## config.mk

```make
export PLATFORM = sky130hd
export DESIGN_NAME = instr_word_loader
export DESIGN_NICKNAME = d
export VERILOG_FILES = /design/src/rtl/instr_fmt_pkg.sv /design/src/rtl/instr_sync_fifo.sv /design/src/rtl/instr_word_loader.sv
export SDC_FILE = /design/constraint.sdc
export NUM_CORES = 1
export LEC_CHECK = 0
export BUFFER_PORTS_ARGS = -buffer_cell sky130_fd_sc_hd__buf_2
export CAP_MARGIN = 30
export CORE_UTILIZATION = 53
export DETAILED_ROUTE_END_ITERATION = 8
export PLACE_DENSITY_LB_ADDON = 0.08
export SLEW_MARGIN = 30
export SYNTH_ARGS = -nofsm -noshare
export SYNTH_HDL_FRONTEND = slang
export SYNTH_SLANG_ARGS = --single-unit
```

## constraint.sdc

```tcl
create_clock -name clk -period 2.7 [get_ports clk]
set_input_delay 0.405 -clock clk [delete_from_list [all_inputs] [get_ports clk]]
set_output_delay 0.405 -clock clk [all_outputs]
set_load 0.02 [all_outputs]
```

## src/rtl/instr_fmt_pkg.sv

```systemverilog
// Instruction word format shared by the field decoder and the word loader.
// Field positions are defined here once; pack_instr builds a 32-bit word
// from its decoded fields.
//   DATA [31:16]  OPC [15:12]  LI [11]  RW [10]  A1 [9:5]  A2 [4:0]
package instr_fmt_pkg;

    localparam int unsigned INSTR_W  = 32;

    localparam int unsigned DATA_W   = 16;
    localparam int unsigned DATA_LSB = 16;
    localparam int unsigned OPC_W    = 4;
    localparam int unsigned OPC_LSB  = 12;
    localparam int unsigned LI_W     = 1;
    localparam int unsigned LI_LSB   = 11;
    localparam int unsigned RW_W     = 1;
    localparam int unsigned RW_LSB   = 10;
    localparam int unsigned A1_W     = 5;
    localparam int unsigned A1_LSB   = 5;
    localparam int unsigned A2_W     = 5;
    localparam int unsigned A2_LSB   = 0;

    function automatic logic [INSTR_W-1:0] pack_instr(
        input logic [DATA_W-1:0] data,
        input logic [OPC_W-1:0]  opcode,
        input logic [LI_W-1:0]   load_imm,
        input logic [RW_W-1:0]   rw,
        input logic [A1_W-1:0]   addr1,
        input logic [A2_W-1:0]   addr2
    );
        logic [INSTR_W-1:0] w;
        w = '0;
        w[DATA_LSB +: DATA_W] = data;
        w[OPC_LSB  +: OPC_W]  = opcode;
        w[LI_LSB   +: LI_W]   = load_imm;
        w[RW_LSB   +: RW_W]   = rw;
        w[A1_LSB   +: A1_W]   = addr1;
        w[A2_LSB   +: A2_W]   = addr2;
        return w;
    endfunction

endpackage

```

## src/rtl/instr_sync_fifo.sv

```systemverilog
// Synchronous FIFO with registered storage and full/empty flags.
// Ports:
//   clk, rst_n     clock, async active-low reset (storage cleared)
//   push, wdata    write request/data (ignored when full)
//   pop            read request (ignored when empty)
//   rdata          head-of-queue word
//   full, empty    occupancy flags
module instr_sync_fifo #(
    parameter int unsigned WIDTH = 32,
    parameter int unsigned DEPTH = 4
) (
    input  logic             clk,
    input  logic             rst_n,
    input  logic             push,
    input  logic [WIDTH-1:0] wdata,
    input  logic             pop,
    output logic [WIDTH-1:0] rdata,
    output logic             full,
    output logic             empty
);

    localparam int unsigned PTR_W = (DEPTH > 1) ? $clog2(DEPTH) : 1;

    logic [WIDTH-1:0] mem [DEPTH];
    logic [PTR_W-1:0] wr_ptr;
    logic [PTR_W-1:0] rd_ptr;
    logic [PTR_W:0]   count;
    logic             do_push;
    logic             do_pop;

    assign full    = (count == (PTR_W+1)'(DEPTH));
    assign empty   = (count == '0);
    assign do_push = push && !full;
    assign do_pop  = pop && !empty;
    assign rdata   = mem[rd_ptr];

    // Pointers wrap naturally because DEPTH is a power of two.
    always_ff @(posedge clk or negedge rst_n) begin
        if (!rst_n) begin
            mem    <= '{default: '0};
            wr_ptr <= '0;
            rd_ptr <= '0;
            count  <= '0;
        end else begin
            if (do_push) begin
                mem[wr_ptr] <= wdata;
                wr_ptr      <= wr_ptr + 1'b1;
            end
            if (do_pop) begin
                rd_ptr <= rd_ptr + 1'b1;
            end
            case ({do_push, do_pop})
                2'b10:   count <= count + 1'b1;
                2'b01:   count <= count - 1'b1;
                default: count <= count;
            endcase
        end
    end

endmodule

```

## src/rtl/instr_word_loader.sv

```systemverilog
// Instruction word loader: packs decoded field tuples into 32-bit words and
// writes them to instruction memory at consecutive addresses, one load of
// prog_len words per start command.
// Ports:
//   clk, rst_n                 clock, async active-low reset
//   start, base_addr, prog_len load command (sampled in IDLE)
//   in_valid/in_ready, in_*    field tuple handshake
//   mem_we/mem_ready           memory write handshake, mem_addr/mem_wdata
//   busy, done, wr_count       status
module instr_word_loader
    import instr_fmt_pkg::*;
#(
    parameter int unsigned ADDR_W     = 8,
    parameter int unsigned FIFO_DEPTH = 4
) (
    input  logic                clk,
    input  logic                rst_n,
    input  logic                start,
    input  logic [ADDR_W-1:0]   base_addr,
    input  logic [ADDR_W:0]     prog_len,
    input  logic                in_valid,
    output logic                in_ready,
    input  logic [15:0]         in_data,
    input  logic [3:0]          in_opcode,
    input  logic                in_load_imm,
    input  logic                in_rw,
    input  logic [4:0]          in_addr1,
    input  logic [4:0]          in_addr2,
    output logic                mem_we,
    output logic [ADDR_W-1:0]   mem_addr,
    output logic [31:0]         mem_wdata,
    input  logic                mem_ready,
    output logic                busy,
    output logic                done,
    output logic [ADDR_W:0]     wr_count
);

    typedef enum logic [1:0] {S_IDLE, S_RUN, S_DONE} state_t;

    state_t              state;
    state_t              state_nxt;
    logic [ADDR_W-1:0]   base_q;
    logic [ADDR_W:0]     len_q;
    logic [ADDR_W:0]     acc_q;
    logic [ADDR_W:0]     wr_q;

    logic                fifo_push;
    logic                fifo_pop;
    logic                fifo_full;
    logic                fifo_empty;
    logic [INSTR_W-1:0]  fifo_head;
    logic                last_write;
    logic                load_start;

    assign fifo_push  = in_valid && in_ready;
    assign fifo_pop   = mem_we && mem_ready;
    assign last_write = fifo_pop && ((wr_q + (ADDR_W+1)'(1)) == len_q);
    assign load_start = (state == S_IDLE) && start && (prog_len != '0);

    instr_sync_fifo #(
        .WIDTH (INSTR_W),
        .DEPTH (FIFO_DEPTH)
    ) u_fifo (
        .clk   (clk),
        .rst_n (rst_n),
        .push  (fifo_push),
        .wdata (pack_instr(in_data, in_opcode, in_load_imm, in_rw, in_addr1, in_addr2)),
        .pop   (fifo_pop),
        .rdata (fifo_head),
        .full  (fifo_full),
        .empty (fifo_empty)
    );

    always_ff @(posedge clk or negedge rst_n) begin
        if (!rst_n) begin
            state <= S_IDLE;
        end else begin
            state <= state_nxt;
        end
    end

    always_comb begin
        state_nxt = state;
        in_ready  = 1'b0;
        mem_we    = 1'b0;
        busy      = 1'b0;
        done      = 1'b0;
        case (state)
            S_IDLE: begin
                if (start) begin
                    state_nxt = (prog_len != '0) ? S_RUN : S_DONE;
                end
            end
            S_RUN: begin
                busy     = 1'b1;
                in_ready = !fifo_full && (acc_q < len_q);
                mem_we   = !fifo_empty;
                if (last_write) begin
                    state_nxt = S_DONE;
                end
            end
            S_DONE: begin
                busy      = 1'b1;
                done      = 1'b1;
                state_nxt = S_IDLE;
            end
            default: state_nxt = S_IDLE;
        endcase
    end

    always_ff @(posedge clk or negedge rst_n) begin
        if (!rst_n) begin
            base_q <= '0;
            len_q  <= '0;
            acc_q  <= '0;
            wr_q   <= '0;
        end else if (load_start) begin
            base_q <= base_addr;
            len_q  <= prog_len;
            acc_q  <= '0;
            wr_q   <= '0;
        end else begin
            if (fifo_push) acc_q <= acc_q + 1'b1;
            if (fifo_pop)  wr_q  <= wr_q + 1'b1;
        end
    end

    // Address and data only change on a completed write, so they stay put
    // while a write is stalled; zeroed when no write is requested.
    assign mem_addr  = mem_we ? (base_q + wr_q[ADDR_W-1:0]) : '0;
    assign mem_wdata = mem_we ? fifo_head : '0;
    assign wr_count  = wr_q;

endmodule

```

---- Word-level counts from Yosys, hierarchy flattened ----
Cells that the tools add are included.
word-level totals
  output and inout bits ................... 53
  register bits ........................... 172
operators by class
  bitwise logic cells ..................... 2
  add/sub/neg operators ................... 7
  reductions and logical operators ........ 19
  eq/ne operators ......................... 8
  order comparisons ....................... 4
  muxes and demuxes ....................... 21
operator list
  kind                                                       count
  bitwise mux 128 bit                                        1
  two-way mux 32 bit                                         4
  binary-select mux 32 bit (select 2 bit)                    1
  demux 32 bit (select 2 bit)                                1
  two-way mux 9 bit                                          4
  adder 9 x 1 -> 9 bit (second input constant)               2
  == test 9 bit                                              1
  logical AND 1 bit                                          9
  less-than comparator 9 bit                                 1
  nonzero test 9 bit                                         1
  adder 8 bit                                                1
  two-way mux 8 bit                                          1
  greater-or-equal comparator 3 bit (second input constant)  2
  two-way mux 2 bit                                          3
  inverter 2 -> 3 bit                                        2
  one-hot mux 3 bit (2 select lines)                         1
  nonzero test 2 bit                                         3
  adder 2 x 1 -> 2 bit (second input constant)               2
  == test 2 x 1 -> 1 bit (second input constant)             2
  == test 2 bit (second input constant)                      2
  two-way mux 1 bit                                          4
  != test 2 bit (second input constant)                      2
  one-hot mux 2 bit (2 select lines)                         1
  adder 3 x 1 -> 3 bit (second input constant)               1
  other kinds (8)                                            9

---- Depth between registers and ports, before layout ----
Gate-level depths: netlist (run 1).
  word-level depth ........................ 8
  mapped depth ............................ 14

---- Modules after synthesis ----
A second synthesis (run 1) with hierarchy kept.
second synthesis, totals
  cells, all modules ...................... 658
  area, all modules ....................... 8,638.3 um^2
modules (own cells, without submodules)
  module             cells each  times used  area an instance (um^2)
  instr_sync_fifo    348         1           5,963.2
  instr_word_loader  310         1           2,675.1

---- Least setup slack after synthesis (run 1) ----
No wires, ideal clock.
  path type ............................... reg-to-output
  start ................................... register wr_q[1] (netlist: wr_count[1])
  end ..................................... output port mem_addr[7]
  cell stages (with the launch flop) ...... 8
  setup slack ............................. 72 ps
  arrival time ............................ 2,223 ps
  buffers on the path ..................... 0
  cell sequence ........................... dfrtp_1 > ha_1 > a21o_1 > a21oi_1 > o21bai_1 > a2111oi_0 > o21ai_0 > a21oi_1
on the way
  cells in the longest elaborated chain, start to end .. 2
ends and longest elaborated chain
  what                    RTL line                  source
  start, declared         instr_word_loader.sv:45   logic [ADDR_W:0] wr_q;
  start signal, assigned  instr_word_loader.sv:124  if (fifo_pop) wr_q <= wr_q + 1'b1;
  adder 8 bit             instr_word_loader.sv:130  assign mem_addr = mem_we ? (base_q + wr_q[ADDR_W-1:0]) : '0;
  two-way mux 8 bit       instr_word_loader.sv:130
  end, declared           instr_word_loader.sv:30   output logic [ADDR_W-1:0] mem_addr,
Every way passes these cells.

---- Worst setup path after layout (run 1) ----
Ends and elaborated chain as after synthesis.

==> run_results.csv, run 1 <==
group,metric,value,unit
outcome,status,"finished, violations left",
outcome,violations,"setup timing",
die,die_w,133,µm
drt,dr_total_vias,5617,
drt,drc,0,
sta,layout_setup_ws,-0.0247,ns
setup_path,path_cells,"ha_1, a21o_1, a21oi_2, o21bai_2, a2111oi_4, or3_1, a21oi_1, buf_4",
job,maxCapViolCount,0,
synth,synthFlopType,"dfrtp_1",
power_and_ir_drop,cellPowerDensity,1100,nW/µm²
sta,rsz0062_at_grt,"yes",
clock_network,clkLatencyLatePin,0.43,ns
sta,finalHoldViolCount,0,
die,ios,107,
clock_network,clock-sinks,172,
synth,synth_top_area_share,47.3,%
die,die_h,133,µm
place,dp_cells,982,
die,coreArea,16600,µm²
drt,ant_nets,0,
drt,via_per_inst,5.48,
setup_path,critPathCaptureType,"output pin",
drt,routed_wirelength,19.5,mm
sta,fin_skew,0.0144,ns
clock_network,cts_inserted_buffers,17,
synth,synth_seq_cells,172,
synth,yosys-top-cells-count,"dfrtp_1 (172), mux2_4 (90), nand2_1 (45), and2_1 (36), mux4_2 (32)",
clock_network,htreeDepth,4,
grt,grt_max_degree,62,
clock_network,path_clk_slew,0.07,ns
synth,synth_warnings,0,
sta,fmax,367,MHz
place,dpl.hpwl,13.1,mm
clock_network,cts_root_buf,"clkbuf_16",
setup_path,cp.required,2.30,ns
sta,slew_viol_final,0,
synth,syn_inst,662,
setup_path,cp_slowest_cell,"dfrtp_1",
finish,multi_input_area,4390,µm²
die,die_area,17700,µm²
grt,grt_pass1_vias,6026,
finish,area_delta_synth_final,17.2,%
sta,period_share,101,%
synth,synth.most_common_cell,"dfrtp_1",
die,start_util,54.6,%
sta,relSlewSlack,43.0,%
drt,drt_iter0_drc,286,
synth,synth_enable_flop_cells,0,
finish,nets,872,
finish,regArea,4310,µm²
synth,synth.distinct_cells,50,
die,rows,47,
grt,antenna_found_initial,1,
setup_path,crit_fanout,2,
place,gp_congestion,0.812,
synth,syn_area,9090,µm²
grt,grt_util_all_layers,23.4,%
synth,synth_area_leaders,"dfrtp_1 (47%), mux2_4 (15%), mux4_2 (7.9%)",
finish,instances_no_fill,1025,
grt,grt_pass1_wl,31.8,mm
synth,yosysTopAreaCell,"dfrtp_1",
sta,worstMarginPinSlew,0.856,ns
power_and_ir_drop,vdd_drop_max,0.000566,V
power_and_ir_drop,total_power,0.0117,W
synth,syn_avg_cell_area,13.7,µm²
hold_path,hold_path.class,"in -> reg",
setup_path,cpPeakStageDelay,0.38,ns
setup_path,cp.arrival,2.32,ns
synth,async_reset_ff_share,100,%
clock_network,cts_tree,"built",
power_and_ir_drop,p_leak,5.03,nW
clock_network,clk_path_buf_depth,2,
setup_path,critPathKind,"reg -> out",
grt,grt_remaining_overflow,0,
sta,setup_viol,2,
setup_path,critical_path.startpoint_type,"flip-flop",
drt,firstDrtPassIters,4,
sta,fin_crit,2.72,ns
synth,syn_nets,743,
finish,fillCellCount,1280,
drt,wl_per_cell,19.0,µm
finish,drive_above_1_share,43.3,%
synth,ys_seq_area_share,47.3,%
place,port_buffers,106,
==> flip-flops by register name, indices dropped and copies added (netlist names) <==
signal and cells:
u_fifo.mem 128, acc_q 9, len_q 9, wr_count 9, base_q 8, u_fifo.count 3
state 2, u_fifo.rd_ptr 2, u_fifo.wr_ptr 2
==> where the power goes <==
group / switching, W / internal (W)
logic: 0.00202 / 0.00286
clock network: 0.00105 / 0.00130
registers: 0.000791 / 0.00372
==> kinds of logic after synthesis <==
| logic type | Yosys count | share of synthesized area (%) |
|---|---|---|
| AO/OA/AOI/OAI | 64 | 4.99 |
| XOR/XNOR | 33 | 3.18 |
| adder cells (fa/ha/maj) | 27 | 3.88 |
| buffers and inverters | 64 | 5.06 |
| flip-flops | 172 | 47.3 |
| multiplexers | 163 | 27.8 |
| AND/OR/NAND/NOR | 139 | 7.71 |
==> worst paths after layout <==
path	from	end	slack [ns]	depth (start not counted)
max	wr_count[1]	mem_addr[7]	-0.02	8
min	base_addr[4]	base_q[4]	0.17	3
max reg2reg	len_q[8]	u_fifo.mem[117]	0.17	10
min reg2reg	u_fifo.mem[12]	u_fifo.mem[12]	0.48	1
max in group asynchronous	rst_n	u_fifo.mem[99]	1.42	3
min in group asynchronous	rst_n	u_fifo.count[1]	0.54	2
==> metrics by stage <==
| step | setup WS, ns | hold slack [ns] | cell area (µm²) | utilization, % | setup TNS (ns) |
|---|---|---|---|---|---|
| final | -0.0247 | 0.167 | 10700 | 64.0 | -0.0334 |
| after global routing | -0.155 | 0.159 | 10700 | 64.0 | -0.301 |
| after CTS | -0.0390 | 0.155 | 10500 | 63.3 | -0.0700 |
| after detailed placement | 0.00202 | 0.435 | 9920 | 59.6 | 0 |
| after global placement | 0.102 | 0.433 | 9920 | 59.6 | 0 |
| after floorplan | 0.0717 | 0.109 | 9090 | - | 0 |
==> critical path: cells and delay by family (launching register included) <==
family          cells  cell delay (ns)
buf+inv             1             0.16
simple gates        1             0.17
compound gates      5             0.90
fa+ha+maj           1             0.29
flops               1             0.38
==> cell type report <==
| class | instances | share of cell area [%] |
|---|---|---|
| repair buffers | 147 | 9.60 |
| well taps | 220 | 2.58 |
| inverters | 27 | 0.951 |
| multi-input cells | 426 | 41.2 |
| clock buffers | 19 | 4.16 |
| diodes | 1 | 0.0235 |
| clock inverters | 13 | 1.09 |
| flip-flops and latches | 172 | 40.4 |
==> timing repair <==
action                     4_1_cts  5_1_grt
gates cloned                     0        1
buffers inserted                 3        5
hold buffers                     1        0
pin swaps                        5        9
setup endpoints to repair        8      135
gates resized for setup          9       15
hold endpoints to repair        57        0
==> cell usage in the layout, fill, tap and decap left out, drive strengths merged, types with 2 or more instances in the layout <==
master	synthesis	routed
dfrtp	172	172
buf	21	145
mux2	130	130
nand2	46	46
and2	40	40
mux4	32	32
inv	27	30
ha	25	25
xnor2	22	22
nor2	21	21
clkbuf	16	20
a21oi	18	18
o21ai	17	17
xor2	11	11
nand3	8	8
clkinv	0	7
a21o	6	6
or3	6	6
nor3	6	6
a211oi	5	5
a2111oi	4	4
and3	3	3
o211ai	3	3
nand2b	2	2
a31oi	2	2
nand4	2	2
nor4	2	2
clkinvlp	0	2
o21bai	2	2
fa	2	2
==> routing by layer <==
metal	wire, µm	up-vias	GRT usage (%)
met5	0	-	0
met4	200	0	6.64
met3	705	17	4.98
met2	9650	111	38.4
met1	8960	2888	31.4
li1	-	2601	-
No activity file was read; power rests on OpenSTA's default activity.
==> run 2, diff against run 1 <==
CORE_MARGIN = 1.5   (was default)
SETUP_SLACK_MARGIN = 0.02   (was default)
==> run_results.csv, run 2 (synthesized netlist as in run 1, its figures left out) <==
group,metric,value,unit
die,ios,107,
setup_path,cpPeakStageDelay,0.41,ns
power_and_ir_drop,vdd_drop_max,0.000794,V
setup_path,cp.required,2.30,ns
finish,nets,878,
finish,layout_common_cells,"dfrtp_1 (170), buf_2 (103), mux2_4 (90)",
sta,timing.hold.ws,0.167,ns
drt,ant_nets,0,
drt,drc,0,
finish,area_delta_synth_final,18.4,%
clock_network,clock-sinks,172,
finish,finalCoreUtilization,64.5,%
finish,layout_commonest_cell,"dfrtp_1",
die,die_w,134,µm
die,coreArea,16700,µm²
sta,layout_setup_ws,-0.101,ns
die,die_h,134,µm
power_and_ir_drop,cellPowerDensity,1120,nW/µm²
setup_path,critical_path.startpoint_type,"flip-flop",
finish,largest_register_ff_count,128,
drt,drt_iter0_drc,324,
sta,setup_viol,2,
place,post-place-ws,-0.0315,ns
sta,slew_viol_final,0,
power_and_ir_drop,p_switching,0.00380,W
power_and_ir_drop,sequentialPowerShare,37.5,%
clock_network,path_clk_slew,0.06,ns
hold_path,holdCritStartpoint,"base_addr[6]",
sta,finalHoldViolCount,0,
sta,worstMarginPinSlew,0.678,ns
sta,fin_skew,0.00678,ns
setup_path,critPathKind,"reg -> out",
setup_path,critPathCaptureType,"output pin",
hold_path,hold_path.class,"in -> reg",
place,gp_congestion,0.790,
finish,final_design_area_no_fill,10800,µm²
grt,grt_max_degree,70,
power_and_ir_drop,clock_power_share,22.0,%
setup_path,crit-reg2reg-launch,"len_q[1]",
grt,grt_pass1_wl,32.1,mm
power_and_ir_drop,sw_frac_of_total,31.7,%
drt,wl_per_cell,18.8,µm
sta,fmax,357,MHz
setup_path,path_cells,"buf_6, fa_2, a21o_1, a21oi_2, o21bai_2, a21oi_2, xor2_1, nor2_1, buf_4",
outcome,violations,"setup timing",
grt,grt_pass1_vias,6127,
grt,grt_remaining_overflow,0,
die,die_area,18000,µm²
sta,rsz0062_at_grt,"yes",
drt,dr_total_vias,5659,
drt,routed_wirelength,19.4,mm
job,maxCapViolCount,0,
sta,relSlewSlack,54.8,%
sta,period_share,104,%
outcome,status,"finished, violations left",
setup_path,cp_common_cell,"a21oi_2",
clock_network,clk_path_buf_depth,2,
power_and_ir_drop,p_comb_share,40.6,%
setup_path,cp.arrival,2.40,ns
grt,grt_util_all_layers,23.0,%
die,start_util,54.5,%
setup_path,setup.worst_path.start,"wr_count[1]",
finish,drive_above_1_share,44.1,%
place,dpl.hpwl,13.0,mm
drt,firstDrtPassIters,6,
drt,via_per_inst,5.49,
clock_network,htreeDepth,4,
grt,antenna_found_initial,0,
power_and_ir_drop,power.internal,0.00821,W
clock_network,clkLatencyLatePin,0.43,ns
clock_network,cts_root_buf,"clkbuf_16",
clock_network,cts_inserted_buffers,17,
die,rows,47,
place,port_buffers,106,
sta,fin_crit,2.80,ns
clock_network,cts_tree,"built",
setup_path,crit_fanout,7,
finish,largest-register,"u_fifo.mem",
finish,fillCellCount,1264,
power_and_ir_drop,p_leak,5.11,nW
place,placed_area,9930,µm²
setup_path,cp_slowest_cell,"dfrtp_1",
[run 2: cell types whose count changed in the layout (fill, tap and decap cells not counted), moves of 2 or more]
| cell | delta |
|---|---|
| a21oi_2 | +2 |
| and2_2 | +2 |
| clkinv_2 | -4 |
| ha_4 | +2 |
| ha_1 | -2 |
| bufinv_16 | +3 |
| clkinvlp_4 | -2 |
| buf_6 | +2 |
| buf_12 | -2 |
| clkbuf_8 | +2 |
| buf_4 | +7 |
[run 2: final timing paths]
check	slack [ns]	endpoint	cells past startpoint
worst min register to register	0.48	base_q[6]	2
worst min-delay path	0.17	base_q[6]	3
min in group asynchronous	0.55	u_fifo.mem[101]	2
worst max register to register	0.16	u_fifo.mem[24]	10
worst max-delay path	-0.10	mem_addr[6]	9
max in group asynchronous	1.37	u_fifo.mem[57]	3
[run 2: what timing repair did]
item                                   4_1_cts  5_1_grt
gates cloned                                 0        0
buffers inserted                             3        9
resized for setup                           14        9
endpoints found under the hold margin        3        0
hold buffers                                 1        0
setup endpoints to repair                    8       15
pin swaps                                    6       10
[run 2: critical path, delay by kind of cell (launching register included)]
kind / cells / cell delay [ns]
AO/OA/AOI/OAI: 4 / 0.61
AND/OR/NAND/NOR: 1 / 0.06
flip-flops: 1 / 0.41
adder cells (fa/ha/maj): 1 / 0.39
XOR/XNOR: 1 / 0.20
buffers and inverters: 2 / 0.30
[run 2: metal layers]
layer  GRT usage (%)  wire (µm)  share of wire [%]  vias to the layer above
li1                -          -                  -                     2608
met1            32.3       9000                 47                     2902
met2            36.5       9330                 48                      129
met3            3.89        759                3.9                       20
met4            7.91        265                1.4                        0
met5               0          0                  0                        -
[run 2: cell type report]
| type | count | area (µm²) | area share (%) |
|---|---|---|---|
| multi-input cells | 426 | 4420 | 41.0 |
| flip-flops and latches | 172 | 4310 | 40.0 |
| well taps | 220 | 275 | 2.56 |
| clock inverters | 9 | 160 | 1.49 |
| inverters | 27 | 101 | 0.941 |
| clock buffers | 22 | 474 | 4.40 |
| diodes | 1 | 2.50 | 0.0232 |
| repair buffers | 153 | 1030 | 9.60 |
[run 2: power groups by stage]
| stage | Clock (W) | Sequential [W] | Combinational, W |
|---|---|---|---|
| 2_1_floorplan | 0 | 0.00421 | 0.00378 |
| 3_3_place_gp | 0 | 0.00444 | 0.00459 |
| 3_5_place_dp | 0 | 0.00452 | 0.00471 |
| 4_1_cts | 0.00269 | 0.00450 | 0.00480 |
| 5_1_grt | 0.00280 | 0.00463 | 0.00529 |
| 6_report | 0.00264 | 0.00450 | 0.00487 |
[run 2: stage by stage]
stage	setup TNS [ns]	power, W	instances
6_report	-0.119	0.0120	1030
5_1_grt	-0.335	0.0127	1029
4_1_cts	-0.0915	0.0120	1020
3_5_place_dp	-0.0358	0.00923	985
3_3_place_gp	0	0.00904	985
2_1_floorplan	0	0.00800	662
==> run 3, diff against run 2 <==
CORE_UTILIZATION = 55   (was 53)
CTS_BUF_LIST = sky130_fd_sc_hd__clkbuf_8   (was default)
==> run_results.csv, run 3 (synthesized netlist as in run 1, its figures left out) <==
group,metric,value,unit
outcome,status,"finished, violations left",
outcome,violations,"setup timing",
finish,instances_no_fill,1028,
power_and_ir_drop,p_comb_share,43.0,%
power_and_ir_drop,total_power,0.0114,W
place,port_buffers,106,
setup_path,critical_path.startpoint_type,"flip-flop",
sta,relSlewSlack,52.2,%
clock_network,clk_path_buf_depth,2,
finish,nets,880,
sta,layout_setup_ws,-0.0887,ns
clock_network,cts_inserted_buffers,17,
setup_path,r2r.worst_path.cells,11,
sta,setup_viol,3,
hold_path,hold_path.class,"in -> reg",
setup_path,cp-endpoint,"mem_addr[7]",
die,start_util,56.8,%
die,die_w,132,µm
sta,fin_crit,2.79,ns
setup_path,critPathKind,"reg -> out",
power_and_ir_drop,p_switching,0.00379,W
sta,worstMarginPinSlew,0.717,ns
sta,setup_tns,-0.204,ns
power_and_ir_drop,vdd_drop_max,0.000558,V
setup_path,critPathCaptureType,"output pin",
job,maxCapViolCount,0,
power_and_ir_drop,sequentialPowerShare,39.0,%
finish,layout_common_cells,"dfrtp_1 (170), buf_2 (102), mux2_4 (90)",
setup_path,crit-reg2reg-launch,"len_q[7]",
drt,wl_per_cell,18.5,µm
power_and_ir_drop,sw_frac_of_total,33.1,%
die,rows,46,
drt,via_per_inst,5.51,
setup_path,crit_fanout,2,
sta,rsz0062_at_grt,"yes",
setup_path,reg2reg_slack,0.14,ns
die,coreArea,16000,µm²
place,post-place-ws,-0.0678,ns
grt,grt_remaining_overflow,0,
clock_network,clock-sinks,172,
sta,fin_skew,0.0137,ns
place,dp_cells,979,
drt,dr_total_vias,5664,
sta,finalHoldViolCount,0,
drt,drt_iter0_drc,243,
finish,diodes,0,
sta,period_share,103,%
sta,fmax,359,MHz
drt,routed_wirelength,19.1,mm
clock_network,htreeDepth,4,
power_and_ir_drop,p_leak,5.04,nW
sta,slew_viol_final,0,
finish,drive_above_1_share,44.2,%
die,ios,107,
grt,grt_util_all_layers,22.8,%
power_and_ir_drop,cellPowerDensity,1070,nW/µm²
finish,largest-register,"u_fifo.mem",
clock_network,path_clk_slew,0.09,ns
place,dpl.hpwl,12.5,mm
finish,layout_commonest_cell,"dfrtp_1",
finish,final_design_area_no_fill,10600,µm²
setup_path,timing.rr.end,"u_fifo.mem[64]",
die,die_area,17300,µm²
drt,drc,0,
grt,antenna_found_initial,0,
place,placed_area,9920,µm²
grt,grt_max_degree,75,
clock_network,cts_root_buf,"clkbuf_8",
power_and_ir_drop,power.internal,0.00764,W
setup_path,cp.required,2.30,ns
clock_network,cts_tree,"built",
drt,firstDrtPassIters,4,
grt,grt_pass1_wl,31.2,mm
die,die_h,132,µm
setup_path,cp.arrival,2.38,ns
power_and_ir_drop,clock_power_share,18.0,%
setup_path,setup.worst_path.start,"base_q[1]",
grt,grt_pass1_vias,5949,
finish,area_delta_synth_final,17.0,%
place,gp_congestion,0.788,
clock_network,clkLatencyLatePin,0.46,ns
drt,ant_nets,0,
finish,largest_register_ff_count,128,
## run 3: worst min path at each step
stage	start	endpoint	depth (start not counted)	slack, ns
after floorplan	rst_n	acc_q[0]	0	0.11
after global placement	u_fifo.mem[23]	u_fifo.mem[23]	1	0.46
after detailed placement	u_fifo.mem[12]	u_fifo.mem[12]	1	0.47
after CTS	base_addr[5]	base_q[5]	3	0.10
after global routing	base_addr[5]	base_q[5]	3	0.10
final	base_addr[5]	base_q[5]	3	0.13
## run 3: metal layers
layer  vias up  routed length (µm)  track usage, %
li1       2606                   -               -
met1      2932                8820            31.2
met2       107                9440            37.0
met3        19                 589            5.17
met4         0                 203            5.62
met5         -                   0               0
## run 3: final cells by class
class                      count  area, µm²
fill                        1256       5360
multi-input combinational    426       4400
sequential                   172       4310
timing repair buffer         155       1110
tap                          216        270
clock buffer                  18        248
clock inverter                14        209
inverter                      27        101
## run 3: stage by stage
step | hold slack (ns) | utilization, %
floorplan | 0.109 | -
global placement | 0.462 | 62.0
detailed placement | 0.474 | 62.0
CTS | 0.102 | 65.5
global route | 0.104 | 66.5
finish | 0.129 | 66.5
## run 3: critical path, cell delays in order (launching register included)
cell and delay [ns]:
dfrtp_1 0.40, ha_1 0.30, a21o_1 0.17, a21oi_2 0.20, o21bai_2 0.11, a2111oi_4 0.36
o21ai_1 0.09, a21oi_1 0.13, buf_4 0.16
## run 3: power groups by stage
stage	registers [W]	clock network, W	logic [W]
floorplan	0.00421	0	0.00378
global placement	0.00441	0	0.00460
detailed placement	0.00448	0	0.00474
CTS	0.00445	0.00210	0.00483
global route	0.00460	0.00220	0.00533
finish	0.00446	0.00205	0.00492
## run 3: repair_timing
item | CTS | global route
hold buffers | 1 | 0
pin swaps | 9 | 7
setup buffers | 7 | 7
gates cloned | 0 | 2
endpoints found under the setup margin | 39 | 166
hold endpoints to repair | 71 | 0
resized for setup | 12 | 14
